==> config.mk <==
export PLATFORM = sky130hd
export DESIGN_NAME = instr_fetch_ctrl
export DESIGN_NICKNAME = d
export VERILOG_FILES = /design/src/rtl/instr_fetch_ctrl.sv
export SDC_FILE = /design/constraint.sdc
export NUM_CORES = 1
export LEC_CHECK = 0
export CAP_MARGIN = 40
export CORE_ASPECT_RATIO = 0.7
export CORE_MARGIN = 5
export CORE_UTILIZATION = 53
export DETAILED_ROUTE_END_ITERATION = 12
export PLACE_DENSITY = 0.85
export SETUP_SLACK_MARGIN = 0.5
export SLEW_MARGIN = 20
export SYNTH_ARGS = -nofsm -noshare
export SYNTH_HDL_FRONTEND = slang
export SYNTH_SLANG_ARGS = --single-unit
==> constraint.sdc <==
create_clock -name clk -period 4.7 [get_ports clk]
set_input_delay 0.705 -clock clk [delete_from_list [all_inputs] [get_ports clk]]
set_output_delay 0.705 -clock clk [all_outputs]
set_load 0.01 [all_outputs]
==> src/rtl/instr_fetch_ctrl.sv <==
// Fetch sequencer ahead of the instruction register: owns the PC/nPC pair,
// runs the MOV/MFC read handshake and strobes the IR load.
module instr_fetch_ctrl #(
    parameter int                 ADDR_W   = 32,
    parameter int                 TIMEOUT  = 15,
    parameter logic [ADDR_W-1:0]  RESET_PC = '0
) (
    input  logic              clk,
    input  logic              reset_n,
    input  logic              fetch_req,
    input  logic              redirect,
    input  logic [ADDR_W-1:0] target,
    input  logic              mfc,
    output logic              mov,
    output logic [ADDR_W-1:0] ram_addr,
    output logic              ir_ld,
    output logic              fetch_done,
    output logic              fetch_err,
    output logic [ADDR_W-1:0] pc,
    output logic [ADDR_W-1:0] npc
);

    localparam logic [2:0] ST_IDLE = 3'd0;
    localparam logic [2:0] ST_REQ  = 3'd1;
    localparam logic [2:0] ST_LOAD = 3'd2;
    localparam logic [2:0] ST_DONE = 3'd3;
    localparam logic [2:0] ST_ERR  = 3'd4;

    localparam int             WCW       = $clog2(TIMEOUT + 1);
    localparam logic [WCW-1:0] WAIT_LAST = WCW'(TIMEOUT - 1);
    localparam logic [ADDR_W-1:0] WORD_MASK = ~ADDR_W'(3);

    logic [2:0]        state_reg, state_next;
    logic [ADDR_W-1:0] pc_reg, npc_reg, ram_addr_reg;
    logic [ADDR_W-1:0] pend_target_reg;
    logic              pend_reg;
    logic [WCW-1:0]    wait_cnt_reg;

    logic              redirect_hit;
    logic [ADDR_W-1:0] redirect_target;
    logic [ADDR_W-1:0] npc_next;
    logic              enter_req;

    always_comb begin
        state_next = state_reg;
        case (state_reg)
            ST_IDLE: if (fetch_req) state_next = ST_REQ;
            ST_REQ: begin
                // mfc wins over timeout when both land in the last wait cycle
                if (mfc)
                    state_next = ST_LOAD;
                else if (wait_cnt_reg == WAIT_LAST)
                    state_next = ST_ERR;
            end
            ST_LOAD: state_next = ST_DONE;
            ST_DONE: state_next = fetch_req ? ST_REQ : ST_IDLE;
            ST_ERR:  if (fetch_req) state_next = ST_REQ;
            default: state_next = ST_IDLE;
        endcase
    end

    // A redirect arriving in the DONE cycle itself overrides any older pending one
    assign redirect_hit    = redirect | pend_reg;
    assign redirect_target = redirect ? target : pend_target_reg;
    assign npc_next        = redirect_hit ? (redirect_target & WORD_MASK)
                                          : npc_reg + ADDR_W'(4);
    assign enter_req       = (state_next == ST_REQ) && (state_reg != ST_REQ);

    always_ff @(posedge clk) begin
        if (!reset_n) begin
            state_reg       <= ST_IDLE;
            pc_reg          <= RESET_PC;
            npc_reg         <= RESET_PC + ADDR_W'(4);
            ram_addr_reg    <= '0;
            pend_reg        <= 1'b0;
            pend_target_reg <= '0;
            wait_cnt_reg    <= '0;
        end else begin
            state_reg    <= state_next;
            wait_cnt_reg <= (state_reg == ST_REQ) ? wait_cnt_reg + 1'b1 : '0;

            if (state_reg == ST_DONE) begin
                pc_reg   <= npc_reg;
                npc_reg  <= npc_next;
                pend_reg <= 1'b0;
            end else if (redirect) begin
                pend_reg        <= 1'b1;
                pend_target_reg <= target;
            end

            // Leaving DONE the read must use the PC that is being committed now
            if (enter_req)
                ram_addr_reg <= (state_reg == ST_DONE) ? npc_reg : pc_reg;
        end
    end

    assign mov        = (state_reg == ST_REQ) || (state_reg == ST_LOAD);
    assign ir_ld      = (state_reg == ST_LOAD);
    assign fetch_done = (state_reg == ST_DONE);
    assign fetch_err  = (state_reg == ST_ERR);
    assign ram_addr   = ram_addr_reg;
    assign pc         = pc_reg;
    assign npc        = npc_reg;

endmodule
Word-level counts from Yosys, hierarchy flattened. Cells that the tools add are included.

Input port bits: 37. Flip-flop bits (word level): 136.

Bitwise gates (word level): 3. Muxes and demuxes: 8. Reductions and logical operators: 7. Add/subtract/negate cells: 2. Equal/unequal tests: 7.

Operator list (count): 2-to-1 mux 32 bit (3); adder 32 x 3 -> 32 bit (second input constant) (1); case mux 3 bit (4 select lines) (1); 2-to-1 mux 3 bit (3); equality test 3 x 1 -> 1 bit (second input constant) (2); equality test 3 x 2 -> 1 bit (second input constant) (2); adder 4 x 1 -> 4 bit (second input constant) (1); equality test 4 bit (second input constant) (1); AND reduction 2 bit (2); OR reduction 2 bit (2); equality test 3 bit (second input constant) (1); zero test 3 bit (1); != test 3 x 1 -> 1 bit (second input constant) (1); NOT 1 bit (2); logical AND 1 bit (1); logical OR 1 bit (1); 2-to-1 mux 1 bit (1); bitwise OR 1 bit (1).

Logic depth before layout (Yosys ltp). Gate-level depths: netlist of run 1.

Word-level depth: 6. Mapped depth: 7.

Least setup slack after synthesis of run 1. Ideal clock, no wire load.

Path kind: in2reg. Start point: input port redirect. End point: register npc_reg[21], in the netlist npc[21]. Arrival time: 1.862 ns. Stages on the path: 5. Path slack: 2.719 ns. Data required time: 4.581 ns. Setup time: 0.119 ns. Cells stage by stage: buf_2 nor2_1 clkbuf_1 a31oi_1 o221a_2.

Cells in the longest elaborated chain, start to end: 2. Elaborated cells on any way between the ends: 3.

Ends and longest elaborated chain: start: declaration (RTL line 11) `input logic redirect,`; 2-to-1 mux 32 bit / bitwise OR 1 bit (equally long branches); 2-to-1 mux 32 bit * (RTL line 65) `assign npc_next = redirect_hit ? (redirect_target & WORD_MASK)`; end signal: assignment (RTL line 73) `npc_reg <= RESET_PC + ADDR_W'(4);`; end signal: assignment (RTL line 84) `npc_reg <= npc_next;`; end: declaration (RTL line 34) `logic [ADDR_W-1:0] pc_reg, npc_reg, ram_addr_reg;`.

Mark *: on every way between the ends. The rest lies on a longest branch, timed or not. A chain may end at the register's enable or synchronous reset.

Worst setup path in the final report of run 1.
Start point: register state_reg[2]. End point: output port fetch_done.

Cells in the longest elaborated chain, start to end: 1.

Ends and longest elaborated chain: start: declaration (RTL line 33) `logic [2:0] state_reg, state_next;`; start signal: assignment (RTL line 79) `state_reg <= state_next;`; equality test 3 x 2 -> 1 bit (RTL line 99) `assign fetch_done = (state_reg == ST_DONE);`; end: declaration (RTL line 17) `output logic fetch_done,`.

No other way between the ends.

==> results of run 1 <==
==> routing by layer <==
layer  part of all wire, %  track usage, %  vias to the layer above  routed length, um
met5                     0               0                        -                  0
met4                   1.4            7.43                        0                229
met3                   9.3            8.25                       22               1560
met2                    47            41.4                      264               7980
met1                    42            31.6                     2684               7050
li1                      -               -                     2628                  -
==> worst min-delay path: stages, from the launching register on <==
cell and delay [ns]:
dfxtp_1 0.30, nand2_1 0.05, a21oi_1 0.06
==> cells in the final DEF (no fill, tap or decap), drive strengths merged, types with 3 or more instances in the layout <==
master / netlist / layout
nor4: 5 / 5
and3: 11 / 11
o22a: 31 / 31
a2bb2oi: 3 / 3
a21boi: 8 / 8
or3: 4 / 4
a211oi: 12 / 12
a21oi: 69 / 69
buf: 16 / 9
nand2: 123 / 123
a311oi: 3 / 3
and2: 6 / 6
nor3: 11 / 11
o21ai: 25 / 25
a31oi: 8 / 8
nor2b: 4 / 4
clkbuf: 36 / 18
nand3: 26 / 26
inv: 8 / 13
o221a: 3 / 3
o21a: 4 / 4
o22ai: 9 / 9
or4: 4 / 4
clkdlybuf4s50: 0 / 132
bufinv: 0 / 5
mux2i: 15 / 15
dfxtp: 132 / 132
nor2: 45 / 45
clkinv: 1 / 3
ha: 3 / 3
nand4: 10 / 10
==> synthesized netlist by cell type, types with 4 or more instances <==
cell / count
or4_1: 4
o21a_1: 4
o22a_1: 31
o22ai_1: 9
clkbuf_8: 4
a31oi_1: 8
a21boi_0: 8
buf_1: 7
inv_1: 8
o21ai_0: 25
buf_2: 6
clkbuf_1: 31
or3_1: 4
and3_1: 9
nand3_1: 25
nand2_1: 123
a211oi_1: 12
nor2b_1: 4
nor3_1: 9
and2_1: 5
a21oi_1: 69
dfxtp_1: 132
nor2_1: 45
nand4_1: 8
mux2i_1: 15
==> path summary, 6_finish.rpt <==
kind / end / slack [ns] / depth (start not counted)
setup / recovery: fetch_done / 1.61 / 4
hold / removal: pend_target_reg[27] / 0.46 / 2
setup reg to reg: npc[26] / 2.34 / 6
hold reg to reg: pend_target_reg[27] / 0.46 / 2
==> cells by family (layout without fill, tap and decap cells) <==
group	after synthesis	count (layout)	share of synthesized area [%]
compound gates	196	196	22.9
simple gates	258	258	21.5
xor+xnor	2	2	0.308
buf+inv	61	182	5.15
fa+ha+maj	3	3	0.661
flops	132	132	46.5
other cells	1	2	0.0660
mux	16	16	2.84
==> area by class of cell <==
type / count / area share [%]
clock buffers: 18 / 5.72
clock inverters: 14 / 2.90
inverters: 9 / 0.440
multi-input cells: 477 / 36.0
flip-flops and latches: 132 / 34.4
well taps: 132 / 2.15
repair buffers: 141 / 18.4
==> through the flow <==
step | std cells | setup WS, ns | total power, uW | instance area (um2) | hold WS, ns
floorplan | 670 | 2.72 | 1380 | 5680 | 0.430
global placement | 890 | 1.81 | 1510 | 6980 | 0.442
detailed placement | 890 | 1.95 | 1520 | 6980 | 0.448
CTS | 922 | 1.62 | 2980 | 7640 | 0.458
global route | 923 | 1.46 | 3060 | 7670 | 0.467
finish | 923 | 1.61 | 2970 | 7670 | 0.459
==> report_power, final <==
group	switching (uW)	internal [uW]
registers	38.2	1170
clock network	505	962
logic	151	140
total	695	2270
==> summary.txt, run 1 <==
Run status
  – Outcome: complete, no violations

Synth
  – Async S/R FF share, synth: 0%
  – Yosys top cell by area: dfxtp_1
  – Synthesized area: 5680 um2
  – Yosys warning count: 0
  – Share of the synthesized area in the top cell type: 46.5%
  – Ys flop type: dfxtp_1
  – Synth cell types: 66
  – Post-synth EDFFs: 0
  – Top post-synthesis cells by area: dfxtp_1, nand2_1, a21oi_1
  – Sequential fraction of the synthesis area: 46.5%
  – Yosys reg bits: 132
  – Mapped Cells: 669
  – Syn avg cell area: 8.49 um2

Timing
  – Setup TNS: 0 ns
  – F_max: 0.323 GHz
  – Min Clock Period, post-route: 3.09 ns
  – RSZ-0062 raised after global routing: false
  – Max Slew Vio Count: 0
  – Final setup fails: 0
  – Fin. Hold Viols: 0
  – Final worst path period share: 65.8%
  – Skew final: 0.00862 ns
  – Worst-margin pin slew: 0.778 ns
  – Max-slew headroom: 48.1%

Clocking
  – Clock sink count: 132
  – H-tree levels: 4
  – Hold_buf cts: 0
  – Root Buffer Master: clkbuf_16
  – Total CTS buffers: 17
  – Post CTS Setup Buffer Count: 0
  – CTS clk-pin slew, worst paths: 0.05 ns
  – CTS tree: done
  – Worst-skew pair later-pin latency: 0.41 ns
  – Cts repair resizes: 0
  – Clock buffer depth: 2

Final layout
  – # fillers: 768
  – Sequential Area: 2640 um2
  – ANT cells: 0
  – Area growth syn-to-layout: 35.0%
  – Core Util, Final: 73.8%
  – Total Nets Final: 818
  – Area occupied by multi-input gates: 2760 um2
  – Share of cells above drive strength 1: 7.96%

Setup path
  – CP startpoint kind: flip-flop
  – Critical path cell sequence: nand3b_1 -> inv_2 -> buf_4 -> clkdlybuf4s50_1
  – Crit path launch: state_reg[2]
  – Worst EP required: 3.99 ns
  – Crit path DAT: 2.39 ns
  – WS Path Type: flip-flop to output pin
  – Crit path capture type: output pin
  – Crit path max-delay family: buffers and inverters
  – CP peak stage delay: 0.65 ns
  – Number of buffers and inverters on the critical path: 3
  – Reg2reg start: npc[2]
  – Crit Path Max Fanout: 55
  – Slowest CP cell: clkdlybuf4s50_1

GRT
  – Number of global-route vias before repair: 5,359
  – Grt ovf: 0
  – First-pass GRT wire length: 26,800 um
  – Largest net degree at the start of global routing: 86
  – Initial antenna violation count: 0
  – Gr usage total: 25.2%

Drt
  – Vias/cell: 6.07
  – DRC Markers: 0
  – Post-route ant nets: 0
  – DR WL/cell: 18.2 um
  – Vias: 5,598
  – Initial DRC Count: 488
  – DRT Pass-1 Iters: 5
  – Routed wire length: 16,800 um

Worst hold path
  – Hold_sp: pend_target_reg[27]
  – Worst min path class: flip-flop to flip-flop

Power and ir drop
  – Static Leak: 0.00293 uW
  – PD cells: 387 nW/um2
  – Worst vdd ir: 0.294 mV

Place
  – IO buf count: 132
  – HPWL after DPL: 11,100 um
  – RD Place Congestion: 0.947

Die
  – Die ar.: 12,900 um2
  – Core box area: 10,400 um2
  – Die Y: 96.6 um
  – Io pins: 137
  – Die W: 134 um
  – Starting Density: 54.6%
  – Rows: 31

Run
  – Max-Cap Viols: 0
No activity file was read; power rests on OpenSTA's default activity.
==> run 2, diff against run 1 <==
- CORE_UTILIZATION: 53 -> 45
- PLACE_DENSITY: 0.85 -> 0.76
- clock period: 4.7 -> 2.6 ns (I/O delays scaled with it)
==> summary.txt, run 2 (synthesis gave the netlist of run 1 again) <==
Setup path
  – Slowest CP cell: clkdlybuf4s50_1
  – Worst EP required: 2.21 ns
  – Critical path cell sequence: nor2b_2 -> o21ba_2 -> clkdlybuf4s50_1
  – Crit Path Max Fanout: 7
  – CP peak stage delay: 0.53 ns
  – CP startpoint kind: flip-flop
  – WS Path Type: flip-flop to output pin
  – Crit path DAT: 1.67 ns
  – Crit path capture type: output pin

Run status
  – Outcome: complete, no violations

Clocking
  – Total CTS buffers: 17
  – Worst-skew pair later-pin latency: 0.41 ns
  – Clock sink count: 132
  – Root Buffer Master: clkbuf_16
  – CTS tree: done
  – CTS clk-pin slew, worst paths: 0.06 ns
  – H-tree levels: 4
  – Clock buffer depth: 2

Timing
  – Skew final: 0.00693 ns
  – Fin. Hold Viols: 0
  – Max-slew headroom: 57.4%
  – Final worst path period share: 79.1%
  – Max Slew Vio Count: 0
  – Min Clock Period, post-route: 2.06 ns
  – Final setup fails: 0
  – Setup TNS: 0 ns
  – RSZ-0062 raised after global routing: true
  – Hold_ws: 0.457 ns
  – Worst-margin pin slew: 0.637 ns
  – F_max: 0.486 GHz

Die
  – Die ar.: 15,000 um2
  – Die Y: 104 um
  – Rows: 34
  – Die W: 144 um
  – Io pins: 137
  – Starting Density: 45.9%
  – Core box area: 12,400 um2

Final layout
  – Share of cells above drive strength 1: 11.2%
  – Total Nets Final: 832
  – # fillers: 969
  – ANT cells: 0
  – Core Util, Final: 63.4%
  – Most frequent cells in the layout: clkdlybuf4s50_1, dfxtp_1, nand2_1, a21oi_1, nor2_1
  – Sequential Area: 2660 um2
  – Area occupied by multi-input gates: 2790 um2
  – Post-route cell area: 7850 um2
  – Area growth syn-to-layout: 38.3%
  – Commonest non-fill, non-tap cell in the layout: clkdlybuf4s50_1

Power and ir drop
  – Worst vdd ir: 0.542 mV
  – PD cells: 673 nW/um2
  – Static Leak: 0.00301 uW
  – Tot Pwr: 5290 uW

GRT
  – Largest net degree at the start of global routing: 86
  – Gr usage total: 23.4%
  – Number of global-route vias before repair: 5,514
  – First-pass GRT wire length: 28,300 um
  – Grt ovf: 0
  – Initial antenna violation count: 0

Run
  – Max-Cap Viols: 0

Drt
  – Initial DRC Count: 594
  – DRT Pass-1 Iters: 7
  – Vias/cell: 5.87
  – Routed wire length: 17,900 um
  – DR WL/cell: 18.5 um
  – Post-route ant nets: 0
  – Vias: 5,681
  – DRC Markers: 0

Worst hold path
  – Worst min path class: flip-flop to flip-flop

Place
  – HPWL after DPL: 11,800 um
  – DP Area: 7140 um2
  – RD Place Congestion: 0.924
  – IO buf count: 132
## run 2: cell count changes in the layout (fill, tap and decap cells not counted), moves of 2 or more
cell     change
buf_12       +3
dfxtp_2      +4
buf_4       +11
dfxtp_1      -6
nor2b_1      -2
dfxtp_4      +2
## run 2: final cells by class
cell class / count / share of cell area (%)
sequential: 132 / 33.8
timing repair buffer: 154 / 19.4
timing repair inverter: 1 / 0.0797
clock buffer: 17 / 5.42
inverter: 9 / 0.605
clock inverter: 15 / 2.61
multi-input combinational: 477 / 35.5
tap: 162 / 2.58
## run 2: power by group
part,switching [uW],total (uW),internal [uW]
combinational,283,552,269
clock,943,2560,1610
sequential,68.9,2180,2110
total,1290,5290,4000
## run 2: worst max-delay path, delay by kind of cell (launching register included)
family          cells  cell delay, ns
flops               1            0.40
simple gates        1            0.19
buf+inv             1            0.53
compound gates      1            0.14
## run 2: metrics by stage
step	cells	setup WS [ns]
6_report	967	0.543
5_1_grt	967	0.457
2_1_floorplan	670	0.690
4_1_cts	966	0.495
3_3_place_gp	932	0.422
3_5_place_dp	932	0.395
## run 2: path summary, 6_finish.rpt
| check | from | end | slack, ns | cells after the start |
|---|---|---|---|---|
| setup / recovery | state_reg[1] | mov | 0.54 | 3 |
| hold / removal | pend_target_reg[18] | pend_target_reg[18] | 0.46 | 2 |
| setup reg to reg | npc[4] | npc[27] | 0.58 | 5 |
| hold reg to reg | pend_target_reg[18] | pend_target_reg[18] | 0.46 | 2 |
## run 2: per-layer routing
metal	up-vias	GRT usage, %	routed length, um
li1	2662	-	-
met1	2702	30.3	7330
met2	287	36.9	8390
met3	30	7.44	1930
met4	0	7.52	253
met5	-	0	0
## run 2: what timing repair did
item | 4_1_cts | 5_1_grt
pin swaps | 1 | 1
buffers inserted | 1 | 1
gates resized for setup | 9 | 12
gates cloned | 1 | 0
hold buffers | 0 | 0
endpoints found under the setup margin | 5 | 30
